### src/rtl/gpio_in_conditioner_if.sv
// rtl/gpio_in_conditioner_if.sv - configuration, pad and status bundle for gpio_in_conditioner
interface gpio_in_conditioner_if #(
  parameter int WIDTH      = 16,
  parameter int PRESCALE_W = 16
);
  logic [WIDTH-1:0]      PAD_IN;
  logic [PRESCALE_W-1:0] PRESCALE;
  logic [WIDTH-1:0]      DB_EN;
  logic [WIDTH-1:0]      RISE_EN;
  logic [WIDTH-1:0]      FALL_EN;
  logic [WIDTH-1:0]      IRQ_MASK;
  logic [WIDTH-1:0]      IRQ_CLR;
  logic [WIDTH-1:0]      GPIOIN;
  logic [WIDTH-1:0]      IRQ_PEND;
  logic                  IRQ;

  modport master (
    output PAD_IN, PRESCALE, DB_EN, RISE_EN, FALL_EN, IRQ_MASK, IRQ_CLR,
    input  GPIOIN, IRQ_PEND, IRQ
  );

  modport slave (
    input  PAD_IN, PRESCALE, DB_EN, RISE_EN, FALL_EN, IRQ_MASK, IRQ_CLR,
    output GPIOIN, IRQ_PEND, IRQ
  );
endinterface

### src/rtl/gpio_in_conditioner.sv
// rtl/gpio_in_conditioner.sv - per-pin sync, debounce, edge detect and sticky IRQ pending
module gpio_in_conditioner #(
  parameter int WIDTH      = 16,
  parameter int PRESCALE_W = 16,
  parameter int DB_COUNT   = 4
) (
  input  logic                  HCLK,
  input  logic                  HRESET,
  gpio_in_conditioner_if.slave  bus
);
  localparam int CNT_W = (DB_COUNT > 1) ? $clog2(DB_COUNT) : 1;
  localparam logic [CNT_W-1:0] CNT_LAST = CNT_W'(DB_COUNT - 1);

  logic [WIDTH-1:0]            s1_q, s1_d;
  logic [WIDTH-1:0]            s2_q, s2_d;
  logic [WIDTH-1:0]            gpio_q, gpio_d;
  logic [WIDTH-1:0]            prev_q, prev_d;
  logic [WIDTH-1:0]            pend_q, pend_d;
  logic [PRESCALE_W-1:0]       pcnt_q, pcnt_d;
  logic [WIDTH-1:0][CNT_W-1:0] cnt_q, cnt_d;
  logic                        tick;
  logic [WIDTH-1:0]            rise, fall;

  always_comb begin
    s1_d   = bus.PAD_IN;
    s2_d   = s1_q;
    prev_d = gpio_q;
    gpio_d = gpio_q;
    cnt_d  = cnt_q;

    // Equality compare: a PRESCALE drop below pcnt lets pcnt wrap round to it.
    tick   = (pcnt_q == bus.PRESCALE);
    pcnt_d = tick ? '0 : pcnt_q + PRESCALE_W'(1);

    for (int i = 0; i < WIDTH; i++) begin
      if (!bus.DB_EN[i]) begin
        gpio_d[i] = s2_q[i];
        cnt_d[i]  = '0;
      end else if (s2_q[i] == gpio_q[i]) begin
        cnt_d[i]  = '0;
      end else if (tick) begin
        if (cnt_q[i] == CNT_LAST) begin
          gpio_d[i] = s2_q[i];
          cnt_d[i]  = '0;
        end else begin
          cnt_d[i]  = cnt_q[i] + CNT_W'(1);
        end
      end
    end

    rise   = gpio_q & ~prev_q;
    fall   = ~gpio_q & prev_q;
    // Set terms OR'd in after the clear so a coincident edge keeps the flag.
    pend_d = (pend_q & ~bus.IRQ_CLR) | (rise & bus.RISE_EN) | (fall & bus.FALL_EN);
  end

  always_ff @(posedge HCLK or posedge HRESET) begin
    if (HRESET) begin
      s1_q   <= '0;
      s2_q   <= '0;
      gpio_q <= '0;
      prev_q <= '0;
      pend_q <= '0;
      pcnt_q <= '0;
      cnt_q  <= '0;
    end else begin
      s1_q   <= s1_d;
      s2_q   <= s2_d;
      gpio_q <= gpio_d;
      prev_q <= prev_d;
      pend_q <= pend_d;
      pcnt_q <= pcnt_d;
      cnt_q  <= cnt_d;
    end
  end

  assign bus.GPIOIN   = gpio_q;
  assign bus.IRQ_PEND = pend_q;
  assign bus.IRQ      = |(pend_q & bus.IRQ_MASK);
endmodule

### src/flat_wrapper.sv
// flat-port wrapper written by rule: the top's interface ports become plain ports
module gpio_in_conditioner_flat 
#(
  parameter int WIDTH      = 16,
  parameter int PRESCALE_W = 16,
  parameter int DB_COUNT   = 4
)
  (HCLK, HRESET, bus_PAD_IN, bus_PRESCALE, bus_DB_EN, bus_RISE_EN, bus_FALL_EN, bus_IRQ_MASK, bus_IRQ_CLR, bus_GPIOIN, bus_IRQ_PEND, bus_IRQ);
  gpio_in_conditioner_if #(.WIDTH(WIDTH), .PRESCALE_W(PRESCALE_W)) bus_i ();
  input  logic HCLK;
  input  logic HRESET;
  input wire logic [$bits(bus_i.PAD_IN)-1:0] bus_PAD_IN;
  input wire logic [$bits(bus_i.PRESCALE)-1:0] bus_PRESCALE;
  input wire logic [$bits(bus_i.DB_EN)-1:0] bus_DB_EN;
  input wire logic [$bits(bus_i.RISE_EN)-1:0] bus_RISE_EN;
  input wire logic [$bits(bus_i.FALL_EN)-1:0] bus_FALL_EN;
  input wire logic [$bits(bus_i.IRQ_MASK)-1:0] bus_IRQ_MASK;
  input wire logic [$bits(bus_i.IRQ_CLR)-1:0] bus_IRQ_CLR;
  output wire logic [$bits(bus_i.GPIOIN)-1:0] bus_GPIOIN;
  output wire logic [$bits(bus_i.IRQ_PEND)-1:0] bus_IRQ_PEND;
  output wire logic [$bits(bus_i.IRQ)-1:0] bus_IRQ;
  assign bus_i.PAD_IN = bus_PAD_IN;
  assign bus_i.PRESCALE = bus_PRESCALE;
  assign bus_i.DB_EN = bus_DB_EN;
  assign bus_i.RISE_EN = bus_RISE_EN;
  assign bus_i.FALL_EN = bus_FALL_EN;
  assign bus_i.IRQ_MASK = bus_IRQ_MASK;
  assign bus_i.IRQ_CLR = bus_IRQ_CLR;
  assign bus_GPIOIN = bus_i.GPIOIN;
  assign bus_IRQ_PEND = bus_i.IRQ_PEND;
  assign bus_IRQ = bus_i.IRQ;
  gpio_in_conditioner #(.WIDTH(WIDTH), .PRESCALE_W(PRESCALE_W), .DB_COUNT(DB_COUNT)) u_core (.HCLK(HCLK), .HRESET(HRESET), .bus(bus_i));
endmodule
### config.mk
export PLATFORM = sky130hd
export DESIGN_NAME = gpio_in_conditioner_flat
export DESIGN_NICKNAME = d
export VERILOG_FILES = /design/src/rtl/gpio_in_conditioner_if.sv /design/src/rtl/gpio_in_conditioner.sv /design/src/flat_wrapper.sv
export SDC_FILE = /design/constraint.sdc
export NUM_CORES = 1
export LEC_CHECK = 0
export ABC_AREA = 1
export BUFFER_PORTS_ARGS = -buffer_cell sky130_fd_sc_hd__buf_4
export CORE_MARGIN = 5
export CORE_UTILIZATION = 53
export CTS_CLUSTER_DIAMETER = 200
export DETAILED_ROUTE_END_ITERATION = 10
export HOLD_SLACK_MARGIN = 0.03
export PLACE_DENSITY = 0.78
export REMOVE_ABC_BUFFERS = 1
export SYNTH_ARGS = -nofsm -noshare
export SYNTH_HDL_FRONTEND = slang
export SYNTH_SLANG_ARGS = --single-unit
### constraint.sdc
create_clock -name HCLK -period 3.9 [get_ports HCLK]
set_input_delay 0 -clock HCLK [delete_from_list [all_inputs] [get_ports HCLK]]
set_output_delay 0 -clock HCLK [all_outputs]
set_load 0.03 [all_outputs]
==> results.cfg, run 1 <==
[outcome]
status = finished, final reports clean

[critical_path]
path_class = reg -> reg
cp_max_fo = 54
r2r_slack_ns = 1.56
startpoint = u_core.pcnt_q[7]
timing.rr.end = u_core.pcnt_q[15]
cp.required_ns = 4.33
cp_data_arrival_time_ns = 2.77
r2r-start = u_core.pcnt_q[7]
critPathCaptureType = flop
worst_setup_path_start_kind = flop
reg2reg_depth = 9

[finish]
area_growth_pct = 41.8
instances_no_fill = 1059
fillers = 702
layout-drive-gt1-share_pct = 20.1
fin_nets = 1038
final-seq-area_um2 = 3200
multi_input_area_um2 = 2250
final_cell_area_um2 = 8340
diodes = 0

[timing]
setup_viol = 0
rsz0062_at_grt = no
finalClockSkew_ns = 0.0113
setup_tns_ns = 0
fin_crit_sh_pct = 60.0
timing.slew.headroom_pct = 47.3
slew_viol_final = 0
post-route-min-period_ns = 2.34
hold_violations = 0
max_freq_mhz = 427
worstMarginPinSlew_ns = 0.791
hold_ws_ns = 0.104

[clocking]
cts.path.max_buffers = 2
cts_max_level = 4
insertion_delay_ns = 0.53
cts-root-buf = clkbuf_8
clk_pin_slew_ns = 0.05
numCtsBuffers = 17
cts_tree = done
cts_sinks = 128

[min_path]
min_to = u_core.bus.GPIOIN[0]
holdPathStages = 9
worstHoldStart = bus_PRESCALE[11]
worstHoldPathType = in -> reg

[yosys]
synth_common_cells = 183 x nand2_1, 128 x dfrtp_1, 96 x inv_1, 73 x nand3_1, 51 x nor2_1
yosysTopAreaCell = dfrtp_1
ys_seq_elements = 128
avgSynthCellArea_um2 = 8.63
synth_edf_count = 0
synthArstFlopShare_pct = 100
ys_seq_area_share_pct = 54.4
synthTopCellsByArea = dfrtp_1 54%, nand2_1 12%, nand3_1 6.2%
netlist_area_um2 = 5880
synth.distinct_cells = 26
synth_ff_type = dfrtp_1
yosysTopAreaCellShare_pct = 54.4
synthCells = 682
yosys_warnings = 0
yosysMostFrequentCell = nand2_1

[floorplanning]
die-width_um = 115
ios = 147
dieArea_um2 = 13300
fp-row-count = 38
coreArea_um2 = 10800
die_h_um = 115
initial_core_util_pct = 54.3

[global_routing]
grt-ovfl-total = 0
grt_pass1_vias = 5789
grt_use_total_pct = 26.3
grt_first_pass_wirelength_mm = 27.0
grt_max_degree = 64
antenna_found_initial = 0

[placement]
dp_hpwl_mm = 10.1
placed_area_um2 = 7130
dpl.cell_count = 963
io_buffer_count = 146
routabilityCongestion = 0.816

[drt]
wire_per_inst_um = 15.3
drt-initial-drc-count = 298
ant_nets = 0
wl_mm = 16.2
drc = 0
post_drt_via_cell_ratio = 5.19
num_vias = 5495
dr.pass1.iters = 5

[pwr]
cellLeakagePower_nw = 4.41
irDropWorstVdd_mv = 0.312
powerDensity_nw_per_um2 = 474

[job]
drv_cap = 0
[logic make-up (layout without fill, tap and decap cells)]
group,count (synthesis),count (layout),synth area share [%]
XOR/XNOR,18,18,2.68
buffers and inverters,108,345,7.25
flip-flops,128,128,54.4
AO/OA/AOI/OAI,61,61,6.47
adder cells (fa/ha/maj),17,17,3.62
AND/OR/NAND/NOR,350,350,25.5
[registers in the layout, indices dropped and copies added (netlist names)]
| signal | cells |
|---|---|
| u_core.cnt_q | 32 |
| u_core.bus.GPIOIN | 16 |
| u_core.bus.IRQ_PEND | 16 |
| u_core.pcnt_q | 16 |
| u_core.prev_q | 16 |
| u_core.s1_q | 16 |
| u_core.s2_q | 16 |
[layout make-up]
type                            count  area share, %
Clock buffer                       25           5.81
Clock inverter                      6          0.960
Inverter                          101           4.59
Multi-Input combinational cell    446           27.0
Sequential cell                   128           38.4
Tap cell                          140           2.10
Timing Repair Buffer              213           21.1
[worst max-delay path, stage by stage, from the launching register on]
cell	delay, ns
dfrtp_1	0.43
inv_1	0.11
nand2_1	0.06
nand2_1	0.08
nor2_1	0.04
nand2_1	0.12
nor2_4	0.06
nand2_4	0.44
clkinv_2	0.54
nor3_1	0.34
[where the power goes]
group | total, W | switching, W | internal (W)
logic | 0.000817 | 0.000459 | 0.000358
registers | 0.00162 | 0.000150 | 0.00147
clock network | 0.00152 | 0.000547 | 0.000969
total | 0.00395 | 0.00116 | 0.00279
[worst max path at each step]
stage,end,slack (ns),cells past startpoint
2_1_floorplan,u_core.bus.GPIOIN[0],0.49,1
3_3_place_gp,u_core.pcnt_q[15],1.77,9
3_5_place_dp,u_core.pcnt_q[15],1.66,9
4_1_cts,u_core.pcnt_q[7],1.60,9
5_1_grt,u_core.cnt_q[2],1.40,10
6_report,u_core.pcnt_q[15],1.56,9
[routing by layer]
| layer | routed length, um | GRT usage (%) | vias up |
|---|---|---|---|
| li1 | - | - | 2666 |
| met1 | 6110 | 29.2 | 2643 |
| met2 | 8830 | 49.0 | 166 |
| met3 | 955 | 6.26 | 20 |
| met4 | 306 | 9.15 | 0 |
| met5 | 0 | 0 | - |
[layout by cell type (no fill, tap or decap), types with 4 or more instances in the layout]
master and instances:
nand2_1 183, dlygate4sd3_1 65, o22ai_1 14, a21oi_1 7
buf_4 148, dfrtp_1 128, clkbuf_16 16, nand4_1 17
nor3_1 21, a221oi_1 4, inv_1 95, nor2_1 51
nand3_1 73, o211ai_1 15, clkinv_2 5, clkbuf_1 4
xor2_1 16, clkbuf_8 5, inv_2 4, ha_1 17
o21ai_0 19
[repair_timing]
action / 4_1_cts / 5_1_grt
hold endpoints to repair: 141 / 0
buffers inserted: 0 / 0
hold buffers: 65 / 0
gates resized for setup: 0 / 0
setup endpoints to repair: 0 / 0
[stage by stage]
step	setup slack (ns)	util, %	total power (W)
after CTS	1.60	76.9	0.00395
after global placement	1.77	65.7	0.00230
final	1.56	76.9	0.00395
after detailed placement	1.66	65.7	0.00234
after floorplan	0.487	-	0.00204
after global routing	1.40	76.9	0.00414
Power figures use the tool's default switching activity.
==> run 2, diff against run 1 <==
- CORE_UTILIZATION: 53 -> 48
- PLACE_DENSITY: 0.78 -> 0.74
- clock period: 3.9 -> 1.9 ns (I/O delays scaled with it)
==> run 2 against run 1 <==
  * First-iteration DRC count rose by 29%
  * Routed wire length down 5.5%
  * Sequential power up 100%
  * Highest routed layer unchanged
  * Largest power group unchanged
==> results.cfg, run 2 (synthesis gave the netlist of run 1 again) <==
[timing]
finalClockSkew_ns = 0.00690
timing.slew.headroom_pct = 62.7
rsz0062_at_grt = no
max_freq_mhz = 580
hold_violations = 0
post-route-min-period_ns = 1.73
worstMarginPinSlew_ns = 0.559
hold_ws_ns = 0.209
setup_tns_ns = 0
slew_viol_final = 0
fin_crit_sh_pct = 90.8
setup_viol = 0

[critical_path]
crit_path_frequent_cell = nand2_1
worst_setup_path_start_kind = flop
path_delay_family = flip-flops
crit_buf_inv = 1
path_class = reg -> out
timing.rr.end = u_core.cnt_q[22]
critPathCaptureType = output port
slowest_delay_ns = 0.41
cp_data_arrival_time_ns = 1.73
r2r-start = u_core.pcnt_q[11]
crit_slowest_cell = dfrtp_1
r2r_slack_ns = 0.21
crit_chain = nand2_1 > nand2_1 > a221oi_1 > nand4_1 > buf_4
cp_max_fo = 3
cp.required_ns = 1.90
reg2reg_depth = 11

[placement]
routabilityCongestion = 0.831
dp_hpwl_mm = 10.4
io_buffer_count = 146

[drt]
num_vias = 5390
drc = 0
wire_per_inst_um = 14.2
wl_met1_mm = 6.33
met3WireLength_um = 831
post_drt_via_cell_ratio = 5.01
wl_mm = 15.3
ant_nets = 0
drt-initial-drc-count = 385
top_layer = met4
dr.pass1.iters = 5
route.met2.wl_mm = 7.94

[finish]
area_growth_pct = 45.2
fillers = 858
largest_register_ffs = 32
fin_nets = 1046
final_common_cell = nand2_1
finish.utilization_pct = 71.1
top_register = u_core.cnt_q
final_cell_mix = 182 x nand2_1, 150 x buf_4, 127 x dfrtp_1
diodes = 0
layout-drive-gt1-share_pct = 21.4

[outcome]
status = finished, final reports clean

[global_routing]
grt_pass1_vias = 5443
grt_first_pass_wirelength_mm = 25.3
grt_use_total_pct = 21.7
grt_max_degree = 46
grt-ovfl-total = 0
antenna_found_initial = 0

[pwr]
powerDensity_nw_per_um2 = 965
irDropWorstVdd_mv = 0.716
cellLeakagePower_nw = 4.48

[job]
drv_cap = 0

[floorplanning]
fp-row-count = 40
ios = 147
initial_core_util_pct = 49.0
coreArea_um2 = 12000
die_h_um = 121
dieArea_um2 = 14600
die-width_um = 121

[clocking]
numCtsBuffers = 17
cts.path.max_buffers = 2
clk_pin_slew_ns = 0.06
insertion_delay_ns = 0.42
cts_tree = done
cts_sinks = 128
cts_max_level = 4
cts-root-buf = clkbuf_16

[min_path]
worstHoldPathType = in -> async
[run 2: cell types whose count changed in the layout (fill, tap and decap cells not counted), moves of 2 or more]
cell and change:
clkbuf_16 +2, clkinv_2 +3, clkbuf_8 -3, buf_4 +2, buf_12 +4, clkinvlp_4 +2
clkbuf_1 -3
[run 2: routing by layer]
metal / up-vias / global-route usage (%)
met2: 142 / 37.4
met4: 0 / 7.58
met3: 24 / 6.45
li1: 2691 / -
met5: - / 0
met1: 2533 / 25.8
[run 2: through the flow]
| stage | setup WS, ns | std cells | total power, W | instance area [um^2] |
|---|---|---|---|---|
| 6_report | 0.175 | 1075 | 0.00824 | 8540 |
| 2_1_floorplan | -1.51 | 675 | 0.00418 | 5840 |
| 4_1_cts | 0.0723 | 1070 | 0.00829 | 8450 |
| 3_5_place_dp | 0.146 | 973 | 0.00482 | 7210 |
| 5_1_grt | 0.0303 | 1075 | 0.00866 | 8540 |
| 3_3_place_gp | 0.233 | 973 | 0.00475 | 7210 |
[run 2: cell type report]
type / count / area (um^2) / share of cell area, %
repair buffers: 221 / 1910 / 22.4
flip-flops and latches: 128 / 3200 / 37.5
well taps: 147 / 184 / 2.15
clock buffers: 20 / 457 / 5.35
clock inverters: 12 / 140 / 1.64
inverters: 101 / 383 / 4.48
multi-input cells: 446 / 2260 / 26.5
[run 2: tightest hold or removal path, delay by kind of cell]
family	cells	cell delay [ns]
buffers and inverters	3	1.08
[run 2: what timing repair did]
item | CTS | global route
hold buffers | 65 | 0
resized for setup | 0 | 4
setup endpoints to repair | 0 | 9
endpoints found under the hold margin | 119 | 0
setup buffers | 0 | 4
[run 2: worst max path at each step]
stage | start | endpoint | depth (start not counted)
global route | u_core.bus.IRQ_PEND[14] | bus_IRQ | 5
detailed placement | u_core.pcnt_q[0] | u_core.bus.GPIOIN[11] | 12
floorplan | HRESET | u_core.bus.GPIOIN[0] | 1
CTS | u_core.bus.IRQ_PEND[14] | bus_IRQ | 5
finish | u_core.bus.IRQ_PEND[14] | bus_IRQ | 5
global placement | u_core.pcnt_q[11] | u_core.bus.GPIOIN[10] | 12
[run 2: power by group]
group	switching, W	internal, W	leakage, nW
clock network	0.00117	0.00211	0.295
registers	0.000290	0.00301	1.60
logic	0.000909	0.000748	2.58
total	0.00237	0.00587	4.48
